## src/rtl/uart_arb_pkg.sv

```systemverilog
// Shared types and constants for the UART transmit arbiter.
// The optional packet-lock feature is selected by the UART_ARB_LOCK_EN macro
// in uart_tx_arbiter.sv; nothing in this package depends on it.
package uart_arb_pkg;

  // Arbiter FSM encoding; the values are visible on the dbg_state output.
  typedef enum logic [1:0] {
    IDLE      = 2'd0,
    START     = 2'd1,
    WAIT_BUSY = 2'd2,
    WAIT_DONE = 2'd3
  } state_t;

  // Number of WAIT_BUSY cycles the engine gets to raise busy before the
  // arbiter gives up and flags err.
  localparam int BUSY_WAIT_MAX = 3;

  // Width of the busy-wait counter; must hold BUSY_WAIT_MAX.
  localparam int WCNT_W = 2;

endpackage

```

## src/rtl/uart_tx_arbiter_rr_pick.sv

```systemverilog
// Combinational round-robin picker.
// The search starts one position after ptr and wraps modulo NREQ; the first
// set request bit found wins. found is low when no request is set.
module rr_pick #(
  parameter int NREQ = 4,
  parameter int IW   = $clog2(NREQ)
) (
  input  logic [NREQ-1:0] req,
  input  logic [IW-1:0]   ptr,
  output logic            found,
  output logic [IW-1:0]   idx
);

  logic [IW-1:0] pos;

  // Scan from the farthest candidate to the nearest so that the nearest
  // set bit after ptr is the last one written, and therefore the winner.
  always_comb begin
    found = 1'b0;
    idx   = '0;
    pos   = '0;
    for (int k = NREQ; k >= 1; k--) begin
      pos = IW'((int'(ptr) + k) % NREQ);
      if (req[pos]) begin
        found = 1'b1;
        idx   = pos;
      end
    end
  end

endmodule

```

## src/rtl/uart_tx_arbiter.sv

```systemverilog
// Round-robin arbiter sharing one UART transmit engine between NREQ byte
// requesters. One byte per grant: latch winner and byte, pulse eng_start and
// the winner's req_ack together, then track the engine busy window.
// An engine that never raises busy within BUSY_WAIT_MAX cycles sets the
// sticky err flag and the arbiter moves on.
//
// Handshake: a requester holds req (and its byte) until it sees its req_ack
// pulse; the byte is committed once latched in IDLE. The engine side is a
// start pulse with eng_data held stable until eng_busy drops.
//
// Optional macro UART_ARB_LOCK_EN: adds req_last/locked. While the last
// latched byte had last=0, only that requester may win the next grant; the
// lock releases when a byte with last=1 is latched, on timeout, or on reset.
module uart_tx_arbiter
  import uart_arb_pkg::*;
#(
  parameter  int NREQ = 4,
  parameter  int DW   = 8,
  localparam int IW   = $clog2(NREQ)
) (
  input  logic              bclk,
  input  logic              reset,
  input  logic              enable,
  input  logic [NREQ-1:0]   req,
  input  logic [NREQ*DW-1:0] req_data,
  output logic [NREQ-1:0]   req_ack,
  output logic              eng_start,
  output logic [DW-1:0]     eng_data,
  input  logic              eng_busy,
  output logic              gnt_valid,
  output logic [IW-1:0]     gnt_idx,
  output logic              err,
  input  logic              err_clr,
`ifdef UART_ARB_LOCK_EN
  input  logic [NREQ-1:0]   req_last,
  output logic              locked,
`endif
  output state_t            dbg_state
);

  state_t              state_q, state_d;
  logic [IW-1:0]       ptr_q, ptr_d;
  logic [WCNT_W-1:0]   wcnt_q, wcnt_d;
  logic [IW-1:0]       gnt_idx_q, gnt_idx_d;
  logic [DW-1:0]       eng_data_q, eng_data_d;
  logic                eng_start_q, eng_start_d;
  logic [NREQ-1:0]     req_ack_q, req_ack_d;
  logic                gnt_valid_q, gnt_valid_d;
  logic                err_q, err_d;
`ifdef UART_ARB_LOCK_EN
  logic                locked_q, locked_d;
`endif

  logic [NREQ-1:0]     pick_req;
  logic                pick_found;
  logic [IW-1:0]       pick_idx;

  // Requests presented to the picker; a held lock masks all but the owner.
  always_comb begin
`ifdef UART_ARB_LOCK_EN
    pick_req = locked_q ? (req & (NREQ'(1) << gnt_idx_q)) : req;
`else
    pick_req = req;
`endif
  end

  rr_pick #(
    .NREQ (NREQ),
    .IW   (IW)
  ) u_pick (
    .req   (pick_req),
    .ptr   (ptr_q),
    .found (pick_found),
    .idx   (pick_idx)
  );

  // Next-state and next-output logic for the grant FSM.
  always_comb begin
    state_d     = state_q;
    ptr_d       = ptr_q;
    wcnt_d      = wcnt_q;
    gnt_idx_d   = gnt_idx_q;
    eng_data_d  = eng_data_q;
    eng_start_d = 1'b0;
    req_ack_d   = '0;
    // A timeout below overrides the clear, so a set in the same cycle wins.
    err_d       = err_q & ~err_clr;
`ifdef UART_ARB_LOCK_EN
    locked_d    = locked_q;
`endif

    unique case (state_q)
      IDLE: begin
        // No grant while the engine is still draining a previous frame.
        if (enable && pick_found && !eng_busy) begin
          gnt_idx_d            = pick_idx;
          eng_data_d           = req_data[int'(pick_idx)*DW +: DW];
          eng_start_d          = 1'b1;
          req_ack_d[pick_idx]  = 1'b1;
          wcnt_d               = '0;
          state_d              = START;
`ifdef UART_ARB_LOCK_EN
          locked_d             = ~req_last[pick_idx];
`endif
        end
      end
      START: begin
        state_d = WAIT_BUSY;
      end
      WAIT_BUSY: begin
        if (eng_busy) begin
          wcnt_d  = '0;
          state_d = WAIT_DONE;
        end else if (wcnt_q == WCNT_W'(BUSY_WAIT_MAX - 1)) begin
          // The increment would reach BUSY_WAIT_MAX: give up on this byte.
          wcnt_d  = '0;
          err_d   = 1'b1;
          ptr_d   = gnt_idx_q;
          state_d = IDLE;
`ifdef UART_ARB_LOCK_EN
          locked_d = 1'b0;
`endif
        end else begin
          wcnt_d = wcnt_q + WCNT_W'(1);
        end
      end
      WAIT_DONE: begin
        if (!eng_busy) begin
          ptr_d   = gnt_idx_q;
          state_d = IDLE;
        end
      end
      default: state_d = IDLE;
    endcase

    gnt_valid_d = (state_d != IDLE);
  end

  // All FSM state and registered outputs; asynchronous active-high reset.
  always_ff @(posedge bclk or posedge reset) begin
    if (reset) begin
      state_q     <= IDLE;
      ptr_q       <= IW'(NREQ - 1);
      wcnt_q      <= '0;
      gnt_idx_q   <= '0;
      eng_data_q  <= '0;
      eng_start_q <= 1'b0;
      req_ack_q   <= '0;
      gnt_valid_q <= 1'b0;
      err_q       <= 1'b0;
`ifdef UART_ARB_LOCK_EN
      locked_q    <= 1'b0;
`endif
    end else begin
      state_q     <= state_d;
      ptr_q       <= ptr_d;
      wcnt_q      <= wcnt_d;
      gnt_idx_q   <= gnt_idx_d;
      eng_data_q  <= eng_data_d;
      eng_start_q <= eng_start_d;
      req_ack_q   <= req_ack_d;
      gnt_valid_q <= gnt_valid_d;
      err_q       <= err_d;
`ifdef UART_ARB_LOCK_EN
      locked_q    <= locked_d;
`endif
    end
  end

  assign req_ack   = req_ack_q;
  assign eng_start = eng_start_q;
  assign eng_data  = eng_data_q;
  assign gnt_valid = gnt_valid_q;
  assign gnt_idx   = gnt_idx_q;
  assign err       = err_q;
  assign dbg_state = state_q;
`ifdef UART_ARB_LOCK_EN
  assign locked    = locked_q;
`endif

endmodule

```

## config.mk

```make
export PLATFORM = sky130hd
export DESIGN_NAME = uart_tx_arbiter
export DESIGN_NICKNAME = d
export VERILOG_FILES = /design/src/rtl/uart_arb_pkg.sv /design/src/rtl/uart_tx_arbiter_rr_pick.sv /design/src/rtl/uart_tx_arbiter.sv
export SDC_FILE = /design/constraint.sdc
export NUM_CORES = 1
export LEC_CHECK = 0
export CELL_PAD_IN_SITES_DETAIL_PLACEMENT = 0
export CELL_PAD_IN_SITES_GLOBAL_PLACEMENT = 1
export CORE_ASPECT_RATIO = 0.8
export CORE_MARGIN = 2
export CORE_UTILIZATION = 32
export CTS_BUF_LIST = sky130_fd_sc_hd__clkbuf_8 sky130_fd_sc_hd__clkbuf_16
export DETAILED_ROUTE_END_ITERATION = 8
export PLACE_DENSITY_LB_ADDON = 0.1
export SYNTH_ARGS = -nofsm -noshare
export SYNTH_HDL_FRONTEND = slang
export SYNTH_SLANG_ARGS = --single-unit
```

## constraint.sdc

```tcl
create_clock -name bclk -period 2.9 [get_ports bclk]
set_clock_uncertainty 0.1 [all_clocks]
set_input_delay 0.58 -clock bclk [delete_from_list [all_inputs] [get_ports bclk]]
set_output_delay 0.58 -clock bclk [all_outputs]
set_load 0.01 [all_outputs]
```

======== Word level (Yosys, flattened, before mapping) ========
Cells that the tools add are included.
cells by class
  add/sub/neg operators ................... 5
  order comparisons ....................... 6
  eq/ne operators ......................... 8
  shift-type cells ........................ 1
  muxes and demuxes ....................... 38
  bitwise gates (word level) .............. 2
  reductions and logical operators ........ 11
operators with widths
  kind                 count
  $shiftx 32x6->8      1
  $mux 2               14
  $lt 2x3->1 const B   5
  $mux 1               14
  $bmux 1 s2           4
  $mux 4               2
  $ne 2x2->1 const B   4
  $pmux 2 s2           2
  $pmux 2 s4           1
  $add 2x1->2 const B  3
  $eq 2x2->1 const B   3
  $reduce_bool 2->1    3
  $add 2x2->2 const B  2
  $reduce_and 2->1     2
  $reduce_and 4->1     1
  $logic_and 1x1->1    3
  $demux 1 s2          1
  $eq 2x1->1 const B   1
  $ge 2x1->1 const B   1
  $logic_not 2->1      1
  $and 1x1->1          1
  $logic_not 1->1      1
  $not 1->1            1
storage, ports and cells
  register bits after elaboration ......... 23
  input bits .............................. 41
  output and inout bits ................... 19

======== Depth between registers and ports, before layout ========
  depth in word-level cells ............... 13
  depth in mapped cells ................... 7
  gate-level depth less buffers ........... 5

======== Modules after synthesis ========
Synthesis repeated with hierarchy kept, for this count alone.
second synthesis, totals
  cells, all modules ...................... 83
  area total of the unflattened synthesis .. 1186.1 um2
modules (own cells, without submodules)
  module           times used  cells each  area an instance (um2)  sequential area each (um2)
  uart_tx_arbiter  1           69          1094.8                  578.1
  rr_pick          1           14          91.3                    0.0

======== Least setup slack after synthesis ========
Ideal clock, no wire load.
  kind .................................... input to register
  start point ............................. in req[3]
  end point ............................... reg eng_data_q[4] (netlist: eng_data[4])
  arrival ................................. 1.680 ns
  data required time ...................... 2.666 ns
  slack ................................... 0.986 ns
  cell stages on the path ................. 7
  path through ............................ nor2b_4 > o21a_1 > buf_6 > nor3_4 > buf_6 > mux2i_1 > o211ai_2
on the way
  longest elaborated chain between the ends .. 9
  elaborated cells between the ends (all ways) .. 20
  those cells by class .................... 1 x shift; 16 x mux; 3 x reduce/logical
RTL lines
  element                                                  line                    source
  from (decl)                                              uart_tx_arbiter.sv:24   input logic [NREQ-1:0] req,
  branches (longest 9 deep; another with $shiftx 32x6->8)  --
  to (signal assigned)                                     uart_tx_arbiter.sv:159  eng_data_q <= eng_data_d;
  to (decl)                                                uart_tx_arbiter.sv:45   logic [DW-1:0] eng_data_q, eng_data_d;
Several ways; the timed one is not identified. The select of a mux whose other input is x is not followed.
A chain may end at the register's enable or synchronous reset.

======== Worst setup path in the final report ========
  start point ............................. in eng_busy
  end point ............................... reg eng_data_q[0] (netlist: eng_data[0])
on the way
  longest elaborated chain between the ends .. 3
RTL lines
  element                            line                   source
  from (decl)                        uart_tx_arbiter.sv:29  input logic eng_busy,
  $logic_not 1->1                    --
  $logic_and 1x1->1                  uart_tx_arbiter.sv:95  if (enable && pick_found && !eng_busy) begin
  $reduce_and 2->1 (no source line)  --
Every way passes these cells.

==> metrics.md <==
| Metric | Value |
|---|---|
| Setup violations, final | `0` |
| Maximum vdd drop | `270 µV` |
| Number of synthesized register bits | `23` |
| Startpoint types | `input port` |
| Sink Count | `23` |
| Final Hold Viols | `0` |
| Flop pwr share | `0.376` |
| Cell taking the most area after synthesis | `dfrtp_1` |
| Post-DP HPWL | `2.57 mm` |
| Fin cells | `239` |
| Core area | `3830 µm²` |
| Critical-path maximum fanout | `16` |
| CTS Buffer Depth | `2` |
| Power, Total | `~1.4 mW` |
| Starting DRT DRC Count | `52` |
| Die Height | `60.8 µm` |
| # hold bufs at CTS | `0` |
| Sw Ratio | `0.339` |
| H-tree lvl count | `1` |
| Detail Route Antenna Nets | `0` |
| Final antenna diode count | `0` |
| Drt total wl | `around 3.2 mm` |
| Power per cell area | `between 700 and 800 nW/µm²` |
| Final Critical Period | `around 2.6 ns` |
| Area share of the largest cell type after synthesis | `0.408` |
| Final slew viol count | `0` |
| Root buffer cell | `clkbuf_8` |
| GRT Util Overall | `0.144` |
| RSZ-0062 raised after global routing | `no` |
| Die ar. | `4550 µm²` |
| CP startpoint | `eng_busy` |
| Worst-Skew Late Latency | `~0.26 ns` |
| CTS tree | `yes` |
| Global placer's final weighted congestion | `between 0.7 and 0.8` |
| First-pass DRT Iterations | `4` |
| Largest net degree at the start of global routing | `24` |
| Initial core utilization | `0.337` |
| Resized cells post-CTS | `0` |
| Via count | `1150` |
| Worst Path Arrival | `2.68 ns` |
| CP Capture Type | `register` |
| Vias in the first global route | `1081` |
| Crit Path Class | `in -> reg` |
| Fraction of the yosys area taken by sequential cells | `0.449` |
| RR Startpoint | `dbg_state[1]` |
| Initial antenna violation count | `0` |
| Avg Inst Size Synth | `between 10 and 15 µm²` |
| Post-DP Area | `approximately 1900 µm²` |
| Ports | `60` |
| Mapped Area | `~1300 µm²` |
| First-pass GRT wire length | `~4.9 mm` |
| Run status | `finished, final reports clean` |
| Fmax | `0.384 GHz` |
| Synth top area cells | `dfrtp_1 (41%), mux2i_1 (6.2%), and4_1 (5.4%), o31a_1 (5.4%), o21ai_0 (5.0%)` |
| Main flop type after synthesis | `dfrtp_1` |
| Clk pwr share | `0.140` |
| Fraction of the cycle the final worst path needs | `0.897` |
| Sw power | `0.478 mW` |
| HP Start | `eng_data[5]` |
| Share of layout cells above drive strength 1 | `0.103` |
| Inserted Clock Buffers | `3` |
| CP required | `about 3.0 ns` |
| Pleak | `between 0.8 and 0.9 nW` |
| DRC viols | `0` |
| Fin area | `about 2000 µm²` |
| FFs w/ async S/R, synth | `1.00` |
| Reg clk slew, reported paths | `~0.080 ns` |
| Routed len/inst | `13.5 µm` |
| Actual slew at the worst max-slew pin | `~0.85 ns` |
| Post-CTS Setup Inserts | `0` |
| Placed insts | `235` |
| Congestion Overflow GR | `0` |
| Slew headroom | `0.435` |
| P_int | `a little over 0.9 mW` |
| # Max-Cap Violations | `0` |
| PortBufs | `a little under 60` |
| FP Rows | `20` |
| Distinct cells, synth | `34` |
| Post-synth EDFFs | `0` |
| Synth Warn # | `0` |
| Nets@finish | `roughly 230` |
| Syn nets | `164` |
| Die width | `approximately 75 µm` |
| Worst Hold Class | `reg -> reg` |
| Vias per cell | `roughly 4.8` |
| Logic pwr share | `0.484` |
| P&R area growth vs syn | `54.5%` |
| Cell count after synthesis | `123` |
-- critical path, cell delays in order --
cell and delay (ns):
clkdlybuf4s50_1 0.46, nor4b_1 0.51, o41ai_2 0.15, buf_4 0.23, inv_2 0.07, nand3_1 0.36, o211ai_1 0.32
-- cell usage after synthesis (2+ instances only) --
| library cell | n |
|---|---|
| a21oi_2 | 2 |
| mux2i_1 | 8 |
| dfrtp_1 | 21 |
| o21a_1 | 3 |
| nand2b_1 | 3 |
| and4_1 | 8 |
| buf_6 | 2 |
| nor2b_1 | 4 |
| o21ai_0 | 13 |
| mux2_2 | 2 |
| nand2_1 | 14 |
| o211ai_2 | 2 |
| nand3_1 | 2 |
| o211ai_1 | 6 |
| o31a_1 | 8 |
| inv_1 | 2 |
| dfstp_2 | 2 |
| nor2_1 | 5 |
-- per-stage QoR --
step / hold WS (ns) / util / setup TNS [ns] / worst slack [ns]
floorplan: 0.371 / - / 0 / 0.986
global placement: 0.390 / 0.508 / -0.326 / -0.0541
detailed placement: 0.392 / 0.508 / -0.257 / -0.0512
CTS: 0.411 / 0.520 / 0 / 0.196
global route: 0.441 / 0.520 / 0 / 0.0715
finish: 0.411 / 0.520 / 0 / 0.299
-- area by class of cell --
type	count	area, µm²
timing repair buffer	62	626
fill	350	1840
clock inverter	1	5.00
tap	55	68.8
inverter	3	11.3
multi-input combinational	92	661
clock buffer	3	41.3
sequential	23	578
-- power groups by stage --
stage               clock [mW]  combinational, mW  sequential [mW]
floorplan                    0              0.347            0.561
global placement             0              0.683            0.534
detailed placement           0              0.690            0.539
CTS                      0.204              0.693            0.534
global route             0.217              0.744            0.550
finish                   0.198              0.682            0.530
-- placed cells by master (no fill, tap or decap), types with 2 or more instances in the layout --
| cell | Yosys | final |
|---|---|---|
| mux2_2 | 2 | 2 |
| o211ai_2 | 2 | 2 |
| inv_1 | 2 | 2 |
| dfrtp_1 | 21 | 21 |
| buf_4 | 1 | 2 |
| nand2_1 | 14 | 14 |
| o31a_1 | 8 | 8 |
| o21ai_0 | 13 | 13 |
| nand2b_1 | 3 | 3 |
| nand3_1 | 2 | 2 |
| clkbuf_8 | 0 | 3 |
| mux2i_1 | 8 | 8 |
| o211ai_1 | 6 | 6 |
| a21oi_2 | 2 | 2 |
| dfstp_2 | 2 | 2 |
| and4_1 | 8 | 8 |
| nor2_1 | 5 | 5 |
| clkdlybuf4s50_1 | 0 | 59 |
| o21a_1 | 3 | 3 |
| nor2b_1 | 4 | 4 |
-- layer usage --
layer  global-route usage  vias to the layer above  routed length (µm)  part of all wire
met1                0.206                      530                1510              0.47
met2                0.222                       37                1520              0.47
met4               0.0332                        0                  22            0.0068
li1                     -                      581                   -                 -
met3               0.0349                        2                 173             0.054
met5                    0                        -                   0                 0
-- registers in the layout (all words and copies together) (netlist names) --
name	cells
dbg_state	2
eng_data	8
err	1
req_ack	4
wcnt_q	2
gnt_idx	2
gnt_valid	1
ptr_q	2
eng_start	1
-- final timing paths --
| check | depth (start not counted) | slack [ns] | end |
|---|---|---|---|
| worst min register to register | 2 | 0.41 | eng_data[5] |
| min in group asynchronous | 2 | 0.69 | req_ack[0] |
| worst min-delay path | 2 | 0.41 | eng_data[5] |
| worst max register to register | 6 | 0.66 | eng_data[0] |
| worst max-delay path | 7 | 0.30 | eng_data[0] |
| max in group asynchronous | 2 | 1.49 | dbg_state[0] |
-- cells by family after synthesis --
group,count (synthesis),synth area share
AND/OR/NAND/NOR,43,0.203
AO/OA/AOI/OAI,39,0.230
flip-flops,23,0.449
multiplexers,10,0.0796
buffers and inverters,8,0.0388
(Power assumes the default switching activity.)
==> RTL change (same flow settings) <==
Build with the macro `UART_ARB_LOCK_EN` defined.
--- a/src/rtl/uart_tx_arbiter.sv
+++ b/src/rtl/uart_tx_arbiter.sv
@@ -13,2 +13,4 @@
 // lock releases when a byte with last=1 is latched, on timeout, or on reset.
+`define UART_ARB_LOCK_EN
+
 module uart_tx_arbiter
Ports: changed (added locked and req_last); port bits go from 60 to 65. The function was not compared with the original's and may differ.
==> RTL change against the original RTL <==
Wire length grew 55%. Via count rose by 42%. Area after synthesis rose by 31%. Cell area grew 29%. Non-clock buffer count increased by 23. Total power grew 68%. Count of clock-buffer cells in the layout did not move. First-iteration DRC count is 1.9% higher. Cell count is 30% higher. Worst hold slack worse by 0.012 ns. Die area grew 29%. Worst setup slack worse by 0.14 ns. Sequential cell count rose by 1. Critical endpoint is now eng_data[5]. Highest routed layer unchanged.
==> RTL change: results <==
[outcome]
status = "finished clean"

[route]
wl_met3_um = 219
wl_met2_mm = 2.17
avgViaCountPerCell = 5.28
wl_met1_mm = 2.50
first_iter_violations = 53

[layout]
buf_share = 0.312
n_fill_cell = 492
design_area_sq_um = 2560
n_all_buffers = 85
n_all_inverters = 7
clock_cell_area_share = 0.0279
multi_input_area_share = 0.384
nMultiInputCombCells = 128

[synth]
avgSynthCellArea_sq_um = 9.79
synth-seq-area-share = 0.356
syn_nets = 218
synth_commonest_cells = "dfrtp_1, nand2_1, o21ai_0, nand3_1, mux2i_1"
synth.top_cells.by_area = "dfrtp_1, mux2i_1, o311ai_2"

[worst_setup_path]
r2r_cells = 7
worstSetupStartpoint = "req[1]"
rrSetupSlack_ns = 0.20
critPathCapture = "eng_data[5]"
path_delay_family = "compound AO/OA/AOI/OAI gates"

[global_routing]
grt_max_degree = 25
grt_use_total = 0.173
use_met1 = 0.247
use_met3 = 0.0180

[placement]
dp_slack_ns = -0.134
port_buffers = 64
placed_area_sq_um = 2490
hpwl_mm = 3.98

[power]
ir_drop_mv = 0.473
p_switching_uw = 997
clk-power_uw = 288
power_mw = 2.36

[timing]
relSlewSlack = 0.656
period_share = 0.945
[RTL change: changes by cell type after synthesis, sizes merged, moves of 3 or more]
cell / before / now
inv: 3 / 7
o211ai: 8 / 1
a211oi: 0 / 3
clkbuf: 1 / 5
nand2: 14 / 18
and4: 8 / 0
a221o: 0 / 8
nor2: 5 / 9
nand3: 2 / 15
mux2: 2 / 5
o311ai: 0 / 8
buf: 4 / 9
o21ai: 13 / 18
o31a: 8 / 0
[RTL change: worst min-delay path by stage]
stage / startpoint / to
floorplan: ptr_q[1] / ptr_q[1]
global placement: eng_data[5] / eng_data[5]
detailed placement: eng_data[7] / eng_data[7]
CTS: ptr_q[1] / ptr_q[1]
global route: ptr_q[1] / ptr_q[1]
finish: ptr_q[1] / ptr_q[1]
[RTL change: cells by family after synthesis]
family,Yosys count,synth area share
buf+inv,21,0.0643
simple gates,55,0.171
flops,24,0.356
mux,15,0.0946
compound gates,58,0.314
